<file path="src/rtl/uart_pkg.sv">
`default_nettype none
// ============================================================================
// Module      : uart_pkg
// Description : Shared UART constants: FSM encoding, oversampling ticks, parity.
// Revision    : 1.0 - initial release
// ============================================================================
package uart_pkg;

  localparam int OVERSAMPLE = 16;

  localparam logic [2:0] IDLE   = 3'd0;
  localparam logic [2:0] START  = 3'd1;
  localparam logic [2:0] DATA   = 3'd2;
  localparam logic [2:0] PARITY = 3'd3;
  localparam logic [2:0] STOP   = 3'd4;

  localparam logic [3:0] TICK_MID_0 = 4'd7;
  localparam logic [3:0] TICK_MID_1 = 4'd8;
  localparam logic [3:0] TICK_MID_2 = 4'd9;
  localparam logic [3:0] TICK_LAST  = 4'd15;

  function automatic logic parity_of(input logic [7:0] data, input logic odd);
    return (^data) ^ odd;
  endfunction

endpackage
`default_nettype wire

</file>
<file path="src/rtl/uart_baud_tick.sv">
`default_nettype none
// ============================================================================
// Module      : uart_baud_tick
// Description : Clock divider producing a one-clk tick every DIV clks, with sync clear.
// Revision    : 1.0 - initial release
// ============================================================================
module uart_baud_tick #(
  parameter int DIV = 325
) (
  input  logic clk,
  input  logic rst,
  input  logic clear,
  output logic tick
);

  localparam int W = (DIV > 1) ? $clog2(DIV) : 1;

  logic [W-1:0] r_cnt;
  logic         w_wrap;

  assign w_wrap = (r_cnt == W'(DIV - 1));
  assign tick   = w_wrap && !clear;

  always_ff @(posedge clk or negedge rst) begin
    if (!rst)
      r_cnt <= '0;
    else if (clear || w_wrap)
      r_cnt <= '0;
    else
      r_cnt <= r_cnt + 1'b1;
  end

endmodule
`default_nettype wire

</file>
<file path="src/rtl/uart_rx_os.sv">
`default_nettype none
// ============================================================================
// Module      : uart_rx_os
// Description : 8-bit 16x-oversampled UART receiver with parity/stop/overrun status.
//               Optional UART_RX_BREAK_DETECT_EN adds break_det and suppresses break frames.
// Revision    : 1.0 - initial release
// ============================================================================
module uart_rx_os
  import uart_pkg::*;
#(
  parameter int CLK_FREQ   = 50000000,
  parameter int BAUD       = 9600,
  parameter int PARITY_ODD = 0
) (
  input  logic       clk,
  input  logic       rst,
  input  logic       serial_in,
  output logic [7:0] data_out,
  output logic       data_valid,
  input  logic       data_ready,
  output logic       parity_bit,
  output logic       parity_error,
  output logic       framing_error,
  output logic       overrun,
  output logic       busy
`ifdef UART_RX_BREAK_DETECT_EN
  ,
  output logic       break_det
`endif
);

  localparam int DIV = CLK_FREQ / (BAUD * OVERSAMPLE);

  logic       r_sync1, r_sync2, r_line_q;
  logic [2:0] r_state, w_state_next;
  logic [3:0] r_tick_cnt;
  logic [2:0] r_bit_idx;
  logic       r_s7, r_s8, r_par_rx;
  logic [7:0] r_shift;
  logic [7:0] r_data;
  logic       r_valid, r_pbit, r_perr, r_ferr, r_overrun;
  logic       w_line, w_fall, w_tick, w_clear, w_busy;
  logic       w_maj, w_mid, w_last, w_complete, w_deliver, w_accept;

  always_ff @(posedge clk or negedge rst) begin
    if (!rst) begin
      r_sync1  <= 1'b1;
      r_sync2  <= 1'b1;
      r_line_q <= 1'b1;
    end else begin
      r_sync1  <= serial_in;
      r_sync2  <= r_sync1;
      r_line_q <= r_sync2;
    end
  end

  assign w_line = r_sync2;
  assign w_fall = r_line_q && !w_line;

  uart_baud_tick #(.DIV(DIV)) u_baud_tick (
    .clk   (clk),
    .rst   (rst),
    .clear (w_clear),
    .tick  (w_tick)
  );

  // Third vote is taken live on the tick-9 cycle, so the decision lands there.
  assign w_maj      = (r_s7 & r_s8) | (r_s7 & w_line) | (r_s8 & w_line);
  assign w_mid      = w_tick && (r_tick_cnt == TICK_MID_2);
  assign w_last     = w_tick && (r_tick_cnt == TICK_LAST);
  assign w_complete = (r_state == STOP) && w_mid;
  assign w_accept   = r_valid && data_ready;

  always_ff @(posedge clk or negedge rst) begin
    if (!rst)
      r_state <= IDLE;
    else
      r_state <= w_state_next;
  end

  always_comb begin
    w_state_next = r_state;
    case (r_state)
      IDLE:    if (w_fall) w_state_next = START;
      START: begin
        if (w_mid && w_maj)
          w_state_next = IDLE;
        else if (w_last)
          w_state_next = DATA;
      end
      DATA:    if (w_last && r_bit_idx == 3'd7) w_state_next = PARITY;
      PARITY:  if (w_last) w_state_next = STOP;
      STOP:    if (w_mid) w_state_next = IDLE;
      default: w_state_next = IDLE;
    endcase
  end

  always_comb begin
    w_busy  = (r_state != IDLE);
    w_clear = (r_state == IDLE);
  end

  always_ff @(posedge clk or negedge rst) begin
    if (!rst) begin
      r_tick_cnt <= '0;
      r_bit_idx  <= '0;
      r_s7       <= 1'b1;
      r_s8       <= 1'b1;
      r_shift    <= '0;
      r_par_rx   <= 1'b0;
    end else if (r_state == IDLE) begin
      r_tick_cnt <= '0;
      r_bit_idx  <= '0;
    end else if (w_tick) begin
      r_tick_cnt <= r_tick_cnt + 1'b1;
      if (r_tick_cnt == TICK_MID_0) r_s7 <= w_line;
      if (r_tick_cnt == TICK_MID_1) r_s8 <= w_line;
      if (w_mid && r_state == DATA)   r_shift  <= {w_maj, r_shift[7:1]};
      if (w_mid && r_state == PARITY) r_par_rx <= w_maj;
      if (w_last && r_state == DATA)  r_bit_idx <= r_bit_idx + 1'b1;
    end
  end

`ifdef UART_RX_BREAK_DETECT_EN
  logic w_is_break, r_break_det;
  assign w_is_break = (r_shift == 8'h00) && !r_par_rx && !w_maj;
  assign w_deliver  = w_complete && !w_is_break;
  assign break_det  = r_break_det;

  always_ff @(posedge clk or negedge rst) begin
    if (!rst)
      r_break_det <= 1'b0;
    else if (w_complete && w_is_break)
      r_break_det <= 1'b1;
    else if (w_line)
      r_break_det <= 1'b0;
  end
`else
  assign w_deliver = w_complete;
`endif

  // Completion is evaluated after accept so a same-cycle accept+completion keeps valid high.
  always_ff @(posedge clk or negedge rst) begin
    if (!rst) begin
      r_data    <= '0;
      r_valid   <= 1'b0;
      r_pbit    <= 1'b0;
      r_perr    <= 1'b0;
      r_ferr    <= 1'b0;
      r_overrun <= 1'b0;
    end else begin
      if (w_accept) begin
        r_valid   <= 1'b0;
        r_overrun <= 1'b0;
      end
      if (w_deliver) begin
        if (!r_valid || data_ready) begin
          r_data  <= r_shift;
          r_pbit  <= r_par_rx;
          r_perr  <= r_par_rx != parity_of(r_shift, PARITY_ODD != 0);
          r_ferr  <= !w_maj;
          r_valid <= 1'b1;
        end else begin
          r_overrun <= 1'b1;
        end
      end
    end
  end

  assign data_out      = r_data;
  assign data_valid    = r_valid;
  assign parity_bit    = r_pbit;
  assign parity_error  = r_perr;
  assign framing_error = r_ferr;
  assign overrun       = r_overrun;
  assign busy          = w_busy;

endmodule
`default_nettype wire
</file>
<file path="config.mk">
export PLATFORM = sky130hd
export DESIGN_NAME = uart_rx_os
export DESIGN_NICKNAME = d
export VERILOG_FILES = /design/src/rtl/uart_pkg.sv /design/src/rtl/uart_baud_tick.sv /design/src/rtl/uart_rx_os.sv
export SDC_FILE = /design/constraint.sdc
export NUM_CORES = 1
export LEC_CHECK = 0
export CAP_MARGIN = 25
export CORE_MARGIN = 2
export CORE_UTILIZATION = 45
export DETAILED_ROUTE_END_ITERATION = 10
export PLACE_DENSITY = 0.71
export SKIP_CTS_REPAIR_TIMING = 1
export SYNTH_ARGS = -nofsm -noshare
export SYNTH_HDL_FRONTEND = slang
export SYNTH_HIERARCHICAL = 1
export SYNTH_SLANG_ARGS = --single-unit
</file>
<file path="constraint.sdc">
create_clock -name clk -period 3.9 [get_ports clk]
set_input_delay 0.78 -clock clk [delete_from_list [all_inputs] [get_ports clk]]
set_output_delay 0.78 -clock clk [all_outputs]
set_load 0.1 [all_outputs]
</file>
# After elaboration in Yosys (flattened, before gate mapping)
# Cells that the tools add are included.
[word_totals] ff_bits=46 latchBits=0 mem_bits_rw=0 rom_bits=0 in_bits=4 output_inout_bits=14 wordCells=90 memories=0
[classes] n_addsub=3 mul=0 n_div=0 n_lt_le_gt_ge=0 n_eq_ne=16 shift=0 n_mux=19 bitwise=6 n_reduce_logical=29
[ops] operator="3-bit two-way mux" n=9
[ops] operator="3-bit one-hot mux with 5 select lines" n=1
[ops] operator="4-bit equality test, second input constant" n=3
[ops] operator="3-bit AND reduction" n=4
[ops] operator="1-bit logical AND" n=11
[ops] operator="9-bit by 1-bit adder with 9-bit output, second input constant" n=1
[ops] operator="9-bit equality test, second input constant" n=1
[ops] operator="9-bit two-way mux" n=1
[ops] operator="4-bit two-way mux" n=2
[ops] operator="2-bit inequality test, second input constant" n=4
[ops] operator="8-bit XOR reduction" n=1
[ops] operator="3-bit by 2-bit equality test with 1-bit output, second input constant" n=2
[ops] operator="3-bit equality test, second input constant" n=2
[ops] operator="1-bit two-way mux" n=6
[ops] operator="5-bit AND reduction" n=1
[ops] operator="4-bit by 1-bit adder with 4-bit output, second input constant" n=1
[ops] operator="4-bit by 3-bit equality test with 1-bit output, second input constant" n=1
[ops] operator="1-bit logical NOT" n=4
[ops] operator="2-bit AND reduction" n=2
[ops] operator="2-bit nonzero test" n=2
[ops] operator="3-bit by 1-bit adder with 3-bit output, second input constant" n=1
[ops] operator="1-bit AND" n=3
[ops] operator="3-bit by 1-bit equality test with 1-bit output, second input constant" n=1
[ops] operator="3-bit logical NOT" n=1
[ops] operator="6 further kinds" n=8

# Depth between registers and ports, before layout
[logic_depth] ltp_word=8 ltp_mapped=11 ltp_nobuf=8

# By module
# The synthesis kept the hierarchy.
[by_module_without_submodules] module="uart_rx_os" instances=1 cells_each=136 area_each_um2=1721.7 seq_area_each_um2=932.1
[by_module_without_submodules] module="uart_baud_tick" instances=1 cells_each=46 area_each_um2=457.9 seq_area_each_um2=225.2

# Worst setup path before layout
# Ideal clock, no wire load.
[synth_timing] path_type="register to register" startpoint="register r_state[1]" endpoint="register r_data[0] (netlist: data_out[0])" setup_time_ns=0.128 arrival_time_ns=2.118 required_time_ns=3.772 slack_ns=1.654 stages_incl_launch_ff=10 path_buffers=4 period_less_slack_ns=2.246 cell_sequence="dfrtp_1 buf_2 nor3_2 nor2_1 buf_4 and4b_1 buf_4 nand4_2 buf_2 mux2_1"
[synth_between] elab_chain_len=6 word_cells_on_any_way=7 cone_classes="1 x eq/ne; 6 x reduce/logical"
[synth_rtl] element="start, declared" line="uart_rx_os.sv:35" source="logic [2:0] r_state, w_state_next;"
[synth_rtl] element="start signal, assigned" line="uart_rx_os.sv:78" source="r_state <= w_state_next;"
[synth_rtl] element="3-bit logical NOT" line="uart_rx_os.sv:100" source="w_clear = (r_state == IDLE);"
[synth_rtl] element="net w_clear" line="uart_rx_os.sv:42" source="logic w_line, w_fall, w_tick, w_clear, w_busy;"
[synth_rtl] element="1-bit logical NOT" line="uart_baud_tick.sv:22" source="assign tick = w_wrap && !clear;"
[synth_rtl] element="1-bit logical AND" line="uart_baud_tick.sv:22"
[synth_rtl] element="net w_tick" line="uart_rx_os.sv:42"
[synth_rtl] element="1-bit logical AND" line="uart_rx_os.sv:69" source="assign w_mid = w_tick && (r_tick_cnt == TICK_MID_2);"
[synth_rtl] element="1-bit logical AND" line="uart_rx_os.sv:71" source="assign w_complete = (r_state == STOP) && w_mid;"
[synth_rtl] element="2-bit AND reduction (no line)"
[synth_rtl] element="end signal, assigned" line="uart_rx_os.sv:158" source="r_data <= r_shift;"
[synth_rtl] element="end, declared" line="uart_rx_os.sv:40" source="logic [7:0] r_data;"
# The timed path passes the listed nets, and every way through them passes these cells.
# A chain may end at the register's enable or synchronous reset.

# Worst setup path in the final report
[layout_timing] startpoint="register r_state[1]" endpoint="output port busy"
[layout_between] elab_chain_len=1
[layout_rtl] element="3-bit nonzero test" line="uart_rx_os.sv:99" source="w_busy = (r_state != IDLE);"
[layout_rtl] element="end, declared" line="uart_rx_os.sv:25" source="output logic busy"
# No other way between the ends.

==> flow_metrics.env <==
export IMPL_drt_iter0_drc=98
export IMPL_tns_ns=0
export IMPL_gp_congestion=0.833
export IMPL_rows=25
export IMPL_hold_violations=0
export IMPL_cts_sinks=46
export IMPL_critPathSlowestCell="clkdlybuf4s50_1"
export IMPL_p_leak_nw=1.16
export IMPL_drcViolationCount=0
export IMPL_worst_slew_pin_slew_ns=0.967
export IMPL_die_w_um=73.6
export IMPL_drive_gt1_frac=0.188
export IMPL_synth_top_area_frac=0.471
export IMPL_crit_type="flop to primary output"
export IMPL_fp_dieH_um=73.6
export IMPL_synth_top_area_cell="dfrtp_1"
export IMPL_cts_clk_slew_worst_paths_ns=0.09
export IMPL_cts_htree_levels=2
export IMPL_dieArea_um2=5420
export IMPL_synth_common_cells="41 x dfrtp_1, 17 x nor2_1, 13 x mux2_2"
export IMPL_grtUsageTotal=0.152
export IMPL_post_synth_top_count_cell="dfrtp_1"
export IMPL_syn_to_final_growth_pct=14.2
export IMPL_worstSetupEndpointType="primary output"
export IMPL_ctsLongestPathBuffers=2
export IMPL_synthTopCellsByArea="dfrtp_1 47%, mux2_2 6.7%, dfstp_2 6.0%"
export IMPL_async_flop_share=1.00
export IMPL_via_count=1390
export IMPL_synthFlopType="dfrtp_1"
export IMPL_arrival_ns=2.42
export IMPL_rsz0062_at_grt="false"
export IMPL_dp_hpwl_mm=2.37
export IMPL_syn_nets=193
export IMPL_drv_slew=0
export IMPL_synth_seq_area_share=0.531
export IMPL_clock_latency_ns=0.30
export IMPL_antenna_cells=0
export IMPL_period_needed_ns=3.20
export IMPL_io_pins=18
export IMPL_power_density_nw_per_um2=458
export IMPL_io_buffer_count=17
export IMPL_yosys_register_bits=46
export IMPL_start_kind="flop"
export IMPL_antenna_left=0
export IMPL_synth_cells=182
export IMPL_crit_chain="nor3_2, inv_1, clkdlybuf4s50_1"
export IMPL_synth_warnings=6
export IMPL_coreArea_um2=4690
export IMPL_wl_mm=3.44
export IMPL_fmax_mhz=313
export IMPL_grt_max_degree=47
export IMPL_status="finished clean"
export IMPL_nets=212
export IMPL_wl_per_cell_um=13.4
export IMPL_placed_area_um2=2380
export IMPL_yosys_cell_types_count=41
export IMPL_finalClockSkew_ns=0.00815
export IMPL_syn_avg_cell_area_um2=12.0
export IMPL_grt_pass1_wl_mm=6.24
export IMPL_maxCapViolations=0
export IMPL_netlist_area_um2=2180
export IMPL_cts_inserted_buffers=5
export IMPL_hold_class="primary input to asynchronous set/reset pin"
export IMPL_grt_pass1_vias=1306
export IMPL_required_ns=3.12
export IMPL_vdd_drop_max_v=0.000286
export IMPL_initial_core_util=0.465
export IMPL_cts_root_buffer="clkbuf_8"
export IMPL_cts_tree="yes"
export IMPL_design_area_um2=2490
export IMPL_synth_edf_count=0
export IMPL_critPathMaxFanout=11
export IMPL_critPathMaxStageDelay_ns=0.99
export IMPL_vias_per_cell=5.43
export IMPL_antenna_found_initial=0
export IMPL_relSlewSlack=0.353
export IMPL_dr_pass1_iters=4
export IMPL_overflow=0
export IMPL_setup_viol_count_final=0
export IMPL_fin_crit_sh=0.820
-- state kept, by name, indices dropped and copies added (netlist names) --
name and cells:
u_baud_tick/r_cnt 9, data_out 8, r_shift 8, r_tick_cnt 4, r_bit_idx 3, r_state 3
data_valid 1, framing_error 1, overrun 1, parity_bit 1, parity_error 1, r_line_q 1
r_par_rx 1, r_s7 1, r_s8 1, r_sync1 1, r_sync2 1
-- report_power, final --
group | total, mW | switching, mW | internal, mW
clock | 0.288 | 0.162 | 0.126
sequential | 0.564 | 0.0535 | 0.511
combinational | 0.287 | 0.192 | 0.0949
-- worst max-delay path: cells and delay by family (launching register included) --
kind / cells / cell delay (ns)
flops: 1 / 0.50
buf+inv: 2 / 1.10
simple gates: 1 / 0.53
-- worst paths after layout --
check	from	end	slack (ns)	cells after the start
setup / recovery	r_state[1]	busy	0.70	3
hold / removal	rst	r_shift[1]	0.29	1
setup reg to reg	u_baud_tick/r_cnt[5]	data_out[2]	1.21	6
hold reg to reg	r_sync1	r_sync2	0.36	0
max in group asynchronous	rst	r_line_q	3.10	2
min in group clk	r_sync1	r_sync2	0.36	0
-- cells by family after synthesis --
logic type      synth area share
compound gates            0.0873
buf+inv                   0.0293
simple gates               0.131
xor+xnor                  0.0586
flops                      0.531
mux                        0.118
fa+ha+maj                 0.0448
-- routing by layer --
layer,wire length (um),global-route usage
met2,1560,0.217
met4,59,0.0626
met1,1700,0.211
met5,0,0
met3,125,0.0508
-- placed cells by master (no fill, tap or decap), types with 2 or more instances in the layout --
| cell | n |
|---|---|
| dfrtp_1 | 41 |
| nor2_1 | 17 |
| clkdlybuf4s50_1 | 16 |
| mux2_2 | 13 |
| nand2_1 | 10 |
| inv_1 | 8 |
| mux2_1 | 8 |
| o21ai_0 | 7 |
| ha_1 | 7 |
| xnor2_1 | 6 |
| xor2_1 | 6 |
| a21oi_1 | 5 |
| a22o_1 | 5 |
| clkbuf_8 | 5 |
| dfstp_2 | 5 |
| nand3_1 | 4 |
| or3_1 | 4 |
| nand4_2 | 3 |
| mux2i_1 | 2 |
| nand3_2 | 2 |
| nand4_1 | 2 |
| nor3_1 | 2 |
| o21ai_1 | 2 |
-- stage by stage --
stage | cells | hold WS, ns | utilization | worst slack (ns) | power, mW
6_report | 256 | 0.288 | 0.530 | 0.702 | 1.14
3_5_place_dp | 247 | 0.348 | 0.507 | 1.04 | 0.860
4_1_cts | 255 | 0.361 | 0.526 | 0.695 | 1.15
5_1_grt | 256 | 0.276 | 0.530 | 0.605 | 1.22
2_1_floorplan | 182 | 0.345 | - | 1.65 | 0.796
3_3_place_gp | 247 | 0.347 | 0.507 | 1.04 | 0.856
-- area by class of cell --
class                   count  area, um^2
multi-input cells         122         958
repair buffers             18         185
well taps                  54        67.6
flip-flops and latches     46        1160
clock buffers               5        68.8
inverters                   8        30.0
fillers                   400        2200
clock inverters             3        21.3
(Power assumes the default switching activity.)
